===== src/rtl/act_quant_pkg.sv =====
// Shared encodings, defaults and helpers for the activation quantizer.
package act_quant_pkg;

    // Output precision encodings carried on cfg_prec.
    localparam logic [1:0] PREC_2B = 2'b00;
    localparam logic [1:0] PREC_4B = 2'b01;
    localparam logic [1:0] PREC_8B = 2'b10;

    // Default parameter values for the array.
    localparam int DEF_DATA_WIDTH = 28;
    localparam int DEF_LANES      = 16;
    localparam int DEF_SHIFT_W    = 4;
    localparam int DEF_SAT_CNT_W  = 16;

    // Number of output bits per lane for a precision code; the reserved
    // code 11 behaves as 8 bit.
    function automatic logic [3:0] prec_bits(input logic [1:0] prec);
        logic [3:0] bits;
        case (prec)
            PREC_2B: bits = 4'd2;
            PREC_4B: bits = 4'd4;
            PREC_8B: bits = 4'd8;
            default: bits = 4'd8;
        endcase
        return bits;
    endfunction

endpackage


===== src/rtl/act_quant_lane.sv =====
// One quantizer lane: rounding arithmetic right shift (first register),
// then clamp to the selected precision (second register).
module act_quant_lane
    import act_quant_pkg::*;
#(
    parameter int DATA_WIDTH = DEF_DATA_WIDTH,
    parameter int SHIFT_W    = DEF_SHIFT_W
) (
    input  logic                         clk,
    input  logic                         rst,
    input  logic                         en,
    input  logic [SHIFT_W-1:0]           shift,
    input  logic [1:0]                   prec,
    input  logic                         linear,
    input  logic signed [DATA_WIDTH-1:0] x,
    output logic [7:0]                   q,
    output logic                         sat
);

    // One extra bit of headroom so adding the rounding constant never wraps.
    localparam int TW = DATA_WIDTH + 1;
    localparam logic signed [TW-1:0] ONE_T = {{(TW-1){1'b0}}, 1'b1};

    logic signed [TW-1:0] ext_s;
    logic signed [TW-1:0] rnd_s;
    logic signed [TW-1:0] t_d;
    logic signed [TW-1:0] t_q;
    logic signed [TW-1:0] hi_s;
    logic signed [TW-1:0] lo_s;
    logic signed [TW-1:0] clamp_s;
    logic [3:0]           p_s;
    logic [7:0]           mask_s;
    logic [7:0]           q_d;
    logic [7:0]           q_q;
    logic                 sat_d;
    logic                 sat_q;

    // Round-half-up: add half an LSB of the result before the arithmetic shift.
    always_comb begin
        ext_s = {x[DATA_WIDTH-1], x};
        if (shift != '0) begin
            rnd_s = ONE_T <<< (shift - SHIFT_W'(1));
        end else begin
            rnd_s = '0;
        end
        t_d = (ext_s + rnd_s) >>> shift;
    end

    // Clamp to the precision window; only hitting the upper bound counts as saturation.
    always_comb begin
        p_s    = prec_bits(prec);
        mask_s = 8'((9'd1 << p_s) - 9'd1);
        if (linear) begin
            hi_s = (ONE_T <<< (p_s - 4'd1)) - ONE_T;
            lo_s = -(ONE_T <<< (p_s - 4'd1));
        end else begin
            hi_s = (ONE_T <<< p_s) - ONE_T;
            lo_s = '0;
        end
        if (t_q > hi_s) begin
            clamp_s = hi_s;
            sat_d   = 1'b1;
        end else if (t_q < lo_s) begin
            clamp_s = lo_s;
            sat_d   = 1'b0;
        end else begin
            clamp_s = t_q;
            sat_d   = 1'b0;
        end
        q_d = clamp_s[7:0] & mask_s;
    end

    // Both lane pipeline registers advance together under the global enable.
    always_ff @(posedge clk) begin
        if (rst) begin
            t_q   <= '0;
            q_q   <= 8'd0;
            sat_q <= 1'b0;
        end else if (en) begin
            t_q   <= t_d;
            q_q   <= q_d;
            sat_q <= sat_d;
        end
    end

    assign q   = q_q;
    assign sat = sat_q;

endmodule


===== src/rtl/act_quant_pack_array.sv =====
// Activation quantizer array: LANES round/clamp lanes, a beat packer that
// fills 8-bit lane slots with 1/2/4 beats, back-pressure, config and a
// saturation counter.
module act_quant_pack_array
    import act_quant_pkg::*;
#(
    parameter int DATA_WIDTH = DEF_DATA_WIDTH,
    parameter int LANES      = DEF_LANES,
    parameter int SHIFT_W    = DEF_SHIFT_W,
    parameter int SAT_CNT_W  = DEF_SAT_CNT_W
) (
    input  logic                          clk,
    input  logic                          rst,
    input  logic                          cfg_load,
    input  logic [1:0]                    cfg_prec,
    input  logic [SHIFT_W-1:0]            cfg_shift,
    input  logic                          cfg_linear,
    input  logic                          in_vld,
    output logic                          in_rdy,
    input  logic                          in_last,
    input  logic [DATA_WIDTH*LANES-1:0]   in_data,
    output logic                          out_vld,
    input  logic                          out_rdy,
    output logic [8*LANES-1:0]            out_data,
    output logic                          out_last,
    output logic [SAT_CNT_W-1:0]          sat_cnt,
    output logic                          busy
);

    localparam int CNT_W = $clog2(LANES + 1);

    logic                   en_s;
    logic                   busy_s;
    logic                   s1_vld_d, s1_vld_q, s1_last_d, s1_last_q;
    logic                   s2_vld_d, s2_vld_q, s2_last_d, s2_last_q;
    logic [1:0]             k_d, k_q;
    logic [8*LANES-1:0]     pack_d, pack_q;
    logic [8*LANES-1:0]     word_s;
    logic [8*LANES-1:0]     out_data_d, out_data_q;
    logic                   out_vld_d, out_vld_q;
    logic                   out_last_d, out_last_q;
    logic [SAT_CNT_W-1:0]   sat_cnt_d, sat_cnt_q;
    logic [1:0]             cfg_prec_d, cfg_prec_q;
    logic [SHIFT_W-1:0]     cfg_shift_d, cfg_shift_q;
    logic                   cfg_linear_d, cfg_linear_q;
    logic [3:0]             p_s;
    logic [3:0]             kp_s;
    logic [1:0]             last_k_s;
    logic [CNT_W-1:0]       sat_sum_s;
    logic [SAT_CNT_W:0]     sat_ext_s;
    logic [SAT_CNT_W-1:0]   sat_next_s;
    logic [7:0]             lane_q_s [LANES];
    logic                   lane_sat_s [LANES];

    // The whole pipeline stalls only while a presented word is refused.
    assign en_s   = ~out_vld_q | out_rdy;
    assign busy_s = s1_vld_q | s2_vld_q | (k_q != 2'd0) | out_vld_q;

    for (genvar i = 0; i < LANES; i++) begin : g_lane
        act_quant_lane #(
            .DATA_WIDTH (DATA_WIDTH),
            .SHIFT_W    (SHIFT_W)
        ) u_lane (
            .clk    (clk),
            .rst    (rst),
            .en     (en_s),
            .shift  (cfg_shift_q),
            .prec   (cfg_prec_q),
            .linear (cfg_linear_q),
            .x      (in_data[i*DATA_WIDTH +: DATA_WIDTH]),
            .q      (lane_q_s[i]),
            .sat    (lane_sat_s[i])
        );
    end

    // Valid/last tags travel alongside the lane registers.
    always_comb begin
        if (en_s) begin
            s1_vld_d  = in_vld;
            s1_last_d = in_vld & in_last;
            s2_vld_d  = s1_vld_q;
            s2_last_d = s1_last_q;
        end else begin
            s1_vld_d  = s1_vld_q;
            s1_last_d = s1_last_q;
            s2_vld_d  = s2_vld_q;
            s2_last_d = s2_last_q;
        end
    end

    // Merge the current beat into the partial word at slot k of every lane byte.
    always_comb begin
        p_s  = prec_bits(cfg_prec_q);
        kp_s = {2'b00, k_q} * p_s;
        case (cfg_prec_q)
            PREC_2B: last_k_s = 2'd3;
            PREC_4B: last_k_s = 2'd1;
            default: last_k_s = 2'd0;
        endcase
        word_s = '0;
        for (int i = 0; i < LANES; i++) begin
            word_s[i*8 +: 8] = pack_q[i*8 +: 8] | (lane_q_s[i] << kp_s);
        end
    end

    // Packer and output register: emit on the final slot or on a last beat.
    always_comb begin
        pack_d     = pack_q;
        k_d        = k_q;
        out_data_d = out_data_q;
        out_vld_d  = out_vld_q;
        out_last_d = out_last_q;
        if (en_s) begin
            out_vld_d = 1'b0;
            if (s2_vld_q) begin
                if ((k_q == last_k_s) || s2_last_q) begin
                    out_data_d = word_s;
                    out_vld_d  = 1'b1;
                    out_last_d = s2_last_q;
                    pack_d     = '0;
                    k_d        = 2'd0;
                end else begin
                    pack_d = word_s;
                    k_d    = k_q + 2'd1;
                end
            end else begin
                pack_d = pack_q;
            end
        end else begin
            out_vld_d = out_vld_q;
        end
    end

    // Count lanes that clipped at the top of the range in the beat being packed.
    always_comb begin
        sat_sum_s = '0;
        for (int i = 0; i < LANES; i++) begin
            sat_sum_s = sat_sum_s + CNT_W'(lane_sat_s[i]);
        end
        sat_ext_s = {1'b0, sat_cnt_q} + (SAT_CNT_W+1)'(sat_sum_s);
        if (sat_ext_s[SAT_CNT_W]) begin
            sat_next_s = '1;
        end else begin
            sat_next_s = sat_ext_s[SAT_CNT_W-1:0];
        end
    end

    // Config is only swapped while the block is fully idle; loading clears the counter.
    always_comb begin
        cfg_prec_d   = cfg_prec_q;
        cfg_shift_d  = cfg_shift_q;
        cfg_linear_d = cfg_linear_q;
        sat_cnt_d    = sat_cnt_q;
        if (cfg_load && !busy_s && !in_vld) begin
            cfg_prec_d   = cfg_prec;
            cfg_shift_d  = cfg_shift;
            cfg_linear_d = cfg_linear;
            sat_cnt_d    = '0;
        end else if (en_s && s2_vld_q) begin
            sat_cnt_d = sat_next_s;
        end else begin
            sat_cnt_d = sat_cnt_q;
        end
    end

    // All control and datapath state of the top, with synchronous reset.
    always_ff @(posedge clk) begin
        if (rst) begin
            s1_vld_q     <= 1'b0;
            s1_last_q    <= 1'b0;
            s2_vld_q     <= 1'b0;
            s2_last_q    <= 1'b0;
            k_q          <= 2'd0;
            pack_q       <= '0;
            out_data_q   <= '0;
            out_vld_q    <= 1'b0;
            out_last_q   <= 1'b0;
            sat_cnt_q    <= '0;
            cfg_prec_q   <= PREC_8B;
            cfg_shift_q  <= '0;
            cfg_linear_q <= 1'b0;
        end else begin
            s1_vld_q     <= s1_vld_d;
            s1_last_q    <= s1_last_d;
            s2_vld_q     <= s2_vld_d;
            s2_last_q    <= s2_last_d;
            k_q          <= k_d;
            pack_q       <= pack_d;
            out_data_q   <= out_data_d;
            out_vld_q    <= out_vld_d;
            out_last_q   <= out_last_d;
            sat_cnt_q    <= sat_cnt_d;
            cfg_prec_q   <= cfg_prec_d;
            cfg_shift_q  <= cfg_shift_d;
            cfg_linear_q <= cfg_linear_d;
        end
    end

    assign in_rdy   = en_s;
    assign busy     = busy_s;
    assign out_vld  = out_vld_q;
    assign out_data = out_data_q;
    assign out_last = out_last_q;
    assign sat_cnt  = sat_cnt_q;

endmodule


===== config.mk =====
export PLATFORM = sky130hd
export DESIGN_NAME = act_quant_pack_array
export DESIGN_NICKNAME = d
export VERILOG_FILES = /design/src/rtl/act_quant_pkg.sv /design/src/rtl/act_quant_lane.sv /design/src/rtl/act_quant_pack_array.sv
export SDC_FILE = /design/constraint.sdc
export NUM_CORES = 2
export LEC_CHECK = 0
export CAP_MARGIN = 20
export CORE_MARGIN = 2
export CORE_UTILIZATION = 56
export DETAILED_ROUTE_END_ITERATION = 10
export PLACE_DENSITY = 0.79
export SKIP_LAST_GASP = 1
export SLEW_MARGIN = 20
export SYNTH_ARGS = -nofsm -noshare
export SYNTH_HDL_FRONTEND = slang
export SYNTH_HIERARCHICAL = 1
export SYNTH_SLANG_ARGS = --single-unit

===== constraint.sdc =====
create_clock -name clk -period 5.8 [get_ports clk]
set_clock_uncertainty 0.15 [all_clocks]
set_input_delay 1.45 -clock clk [delete_from_list [all_inputs] [get_ports clk]]
set_output_delay 1.45 -clock clk [all_outputs]
set_load 0.05 [all_outputs]

==> out/metrics.yaml <==
dp_slack_ps: 378
cts_sinks: 895
hold_viol_final: 0
synth_area_leaders: "dfxtp_1, ha_1, nand2_1"
power.total_mw: 23.0
synth_most_common_cell: "nand2_1"
holdWs_ps: 305
rsz0062_at_grt: "no"
cts_buffers: 98
placed_area_um2: 111000
synth_seq_area_share: 0.173
core_region_area_um2: 183000
drcViolationCount: 0
yosysWarnings: 6
die_x_um: 434
syn-num-nets: 15100
cpPeakStageDelay_ps: 870
synthTopCellsByCount: "nand2_1, nor2_1, ha_1, a21oi_1, dfxtp_1"
cpMaxStageDelayCell: "dfxtp_4"
hold_buffers: 0
dr.first_iter.drc_count: 12500
ant_nets: 0
synthFlopType: "dfxtp_1"
path_class: "register to register"
gp_congestion: 1.03
p_sw_mw: 8.83
portBuffers: 608
required_ps: 6240
swShare: 0.384
dp_hpwl_um: 303000
postLayoutCellArea_um2: 115000
drive_above_1_share: 0.0780
cp_top_family: "simple AND/OR/NAND/NOR gates"
grt_pass1_wl_um: 604000
crit_chain: "clkinv_1 > nand2_1 > nor2_1 > ha_1 > nand4_2 > nor3_4 > a21oi_2 > a221oi_4 > a211oi_1 > nor4_1 > a21oi_1 > a2111oi_0 > a2111oi_0"
power.leakage_nw: 47.6
period_share: 0.945
end_kind: "register"
grt_pass1_vias: 107000
routed_via_density: 6.90
routed_wl_um: 393000
synth_enable_flop_cells: 0
htreeDepth: 3
ctsRootBufferMaster: "clkbuf_16"
synth-async-reset-ratio: 0
start_kind: "register"
dieHeight_um: 434
dieArea_um2: 188000
finalCriticalPeriod_ps: 5480
postCtsSetupBuffers: 0
status: "finished clean"
max_cap_violations: 0
fmax_ghz: 0.182
synth_seq_cells: 895
p_int_mw: 14.2
hold_path_class: "register to register"
synth.distinct_cells: 126
clkTransAtPathRegs_ps: 70
clk_latency_ps: 730
num_rows: 157
cts.repair.resized: 0
combPwrFrac: 0.380
wl_per_cell_um: 24.1
powerDensity_nw_per_um2: 200
synthesis.area_um2: 103000
grt_usage: 0.396
area_growth_pct: 11.0
synth_top_area_frac: 0.173
fill_cells: 16400
irDropWorstVdd_mv: 0.257
drv_slew: 0
p_seq_frac: 0.331
cp_max_fo: 29
syn_inst: 13700
synth_top_area_cell: "dfxtp_1"
clockPowerShare: 0.290
relSlewSlack: 0.202
first_pass_iters: 10
worst_pin_slew_ps: 1190
nets: 15200
antenna_found_initial: 7
via_count: 113000
cp.arrival_ps: 5920
timing.final.ws_setup_ps: 319
path_common_cell: "a2111oi_0"
io_pins: 609
path_buf_inv: 1
grt_max_degree: 100
overflow: 0
finalSetupViolCount: 0
setup_tns_ps: 0
cts_tree: "done"
start_util: 0.564
clock_path_buffers: 3
synth.avg_cell_area_um2: 7.57
[final cells by class]
type,instances,area [um^2],area share
Multi-Input combinational cell,11400,80100,0.698
Sequential cell,895,17900,0.156
Timing Repair Buffer,875,8410,0.0732
Tap cell,2464,3080,0.0269
Clock buffer,128,2780,0.0242
Inverter,497,1870,0.0163
Clock inverter,52,592,0.00515
Antenna cell,6,15.0,0.000131
[path summary, 6_finish.rpt]
path / start / endpoint / slack [ps] / depth (start not counted)
hold reg to reg: pack_q[122] / pack_q[122] / 310 / 2
setup / recovery: cfg_shift_q[0] / g_lane[0].u_lane/t_q[13] / 320 / 13
hold / removal: pack_q[122] / pack_q[122] / 310 / 2
setup reg to reg: cfg_shift_q[0] / g_lane[0].u_lane/t_q[13] / 320 / 13
[per-stage QoR]
stage / std cells / util
after detailed placement: 16100 / 0.608
final: 16300 / 0.626
after floorplan: 13700 / -
after global routing: 16300 / 0.626
after global placement: 16100 / 0.608
after CTS: 16300 / 0.626
[registers in the layout, summed over array words and instances, names as in the netlist, 2 cells and up]
signal,cells
cfg_prec_q,2
cfg_shift_q,4
g_lane.u_lane/q,128
g_lane.u_lane/sat,16
g_lane.u_lane/t_q,464
k_q,2
out_data,128
pack_q,128
sat_cnt,16
[cells by family after synthesis]
logic type,synth area share
and+or+nand+nor,0.221
AOI/OAI and AO/OA,0.301
buffers and inverters,0.0527
adders and majority gates,0.117
DFF,0.173
muxes,0.100
xor gates and xnor gates,0.0341
other,0.000581
[placed cells by master, fill, tap and decap left out, drive strengths merged, types with 385 or more instances in the layout]
| master | Yosys | layout |
|---|---|---|
| o21ai | 738 | 738 |
| nor3 | 385 | 385 |
| nor2 | 1385 | 1385 |
| a21oi | 963 | 963 |
| clkdlybuf4s50 | 0 | 606 |
| mux2i | 572 | 572 |
| ha | 924 | 924 |
| dfxtp | 895 | 895 |
| nand2 | 1559 | 1559 |
| inv | 481 | 490 |
[power groups by stage]
stage | Combinational (mW) | Sequential [mW] | Clock (mW)
final | 8.73 | 7.60 | 6.66
after global routing | 9.53 | 7.64 | 6.92
after CTS | 8.52 | 7.55 | 6.71
after detailed placement | 8.46 | 7.68 | 0
after global placement | 8.17 | 7.66 | 0
after floorplan | 5.99 | 7.42 | 0
[metal layers]
| layer | GRT usage | up-vias | wire [um] |
|---|---|---|---|
| met5 | 0 | - | 13 |
| met3 | 0.0515 | 1149 | 30800 |
| li1 | - | 52100 | - |
| met4 | 0.252 | 2 | 27600 |
| met2 | 0.646 | 5772 | 179000 |
| met1 | 0.492 | 53700 | 156000 |
[worst min-delay path: cells and delay by family (launching register included)]
| family | cells | cell delay, ps |
|---|---|---|
| compound gates | 1 | 60 |
| flops | 1 | 320 |
| simple gates | 1 | 40 |
No activity file was read; power rests on OpenSTA's default activity.
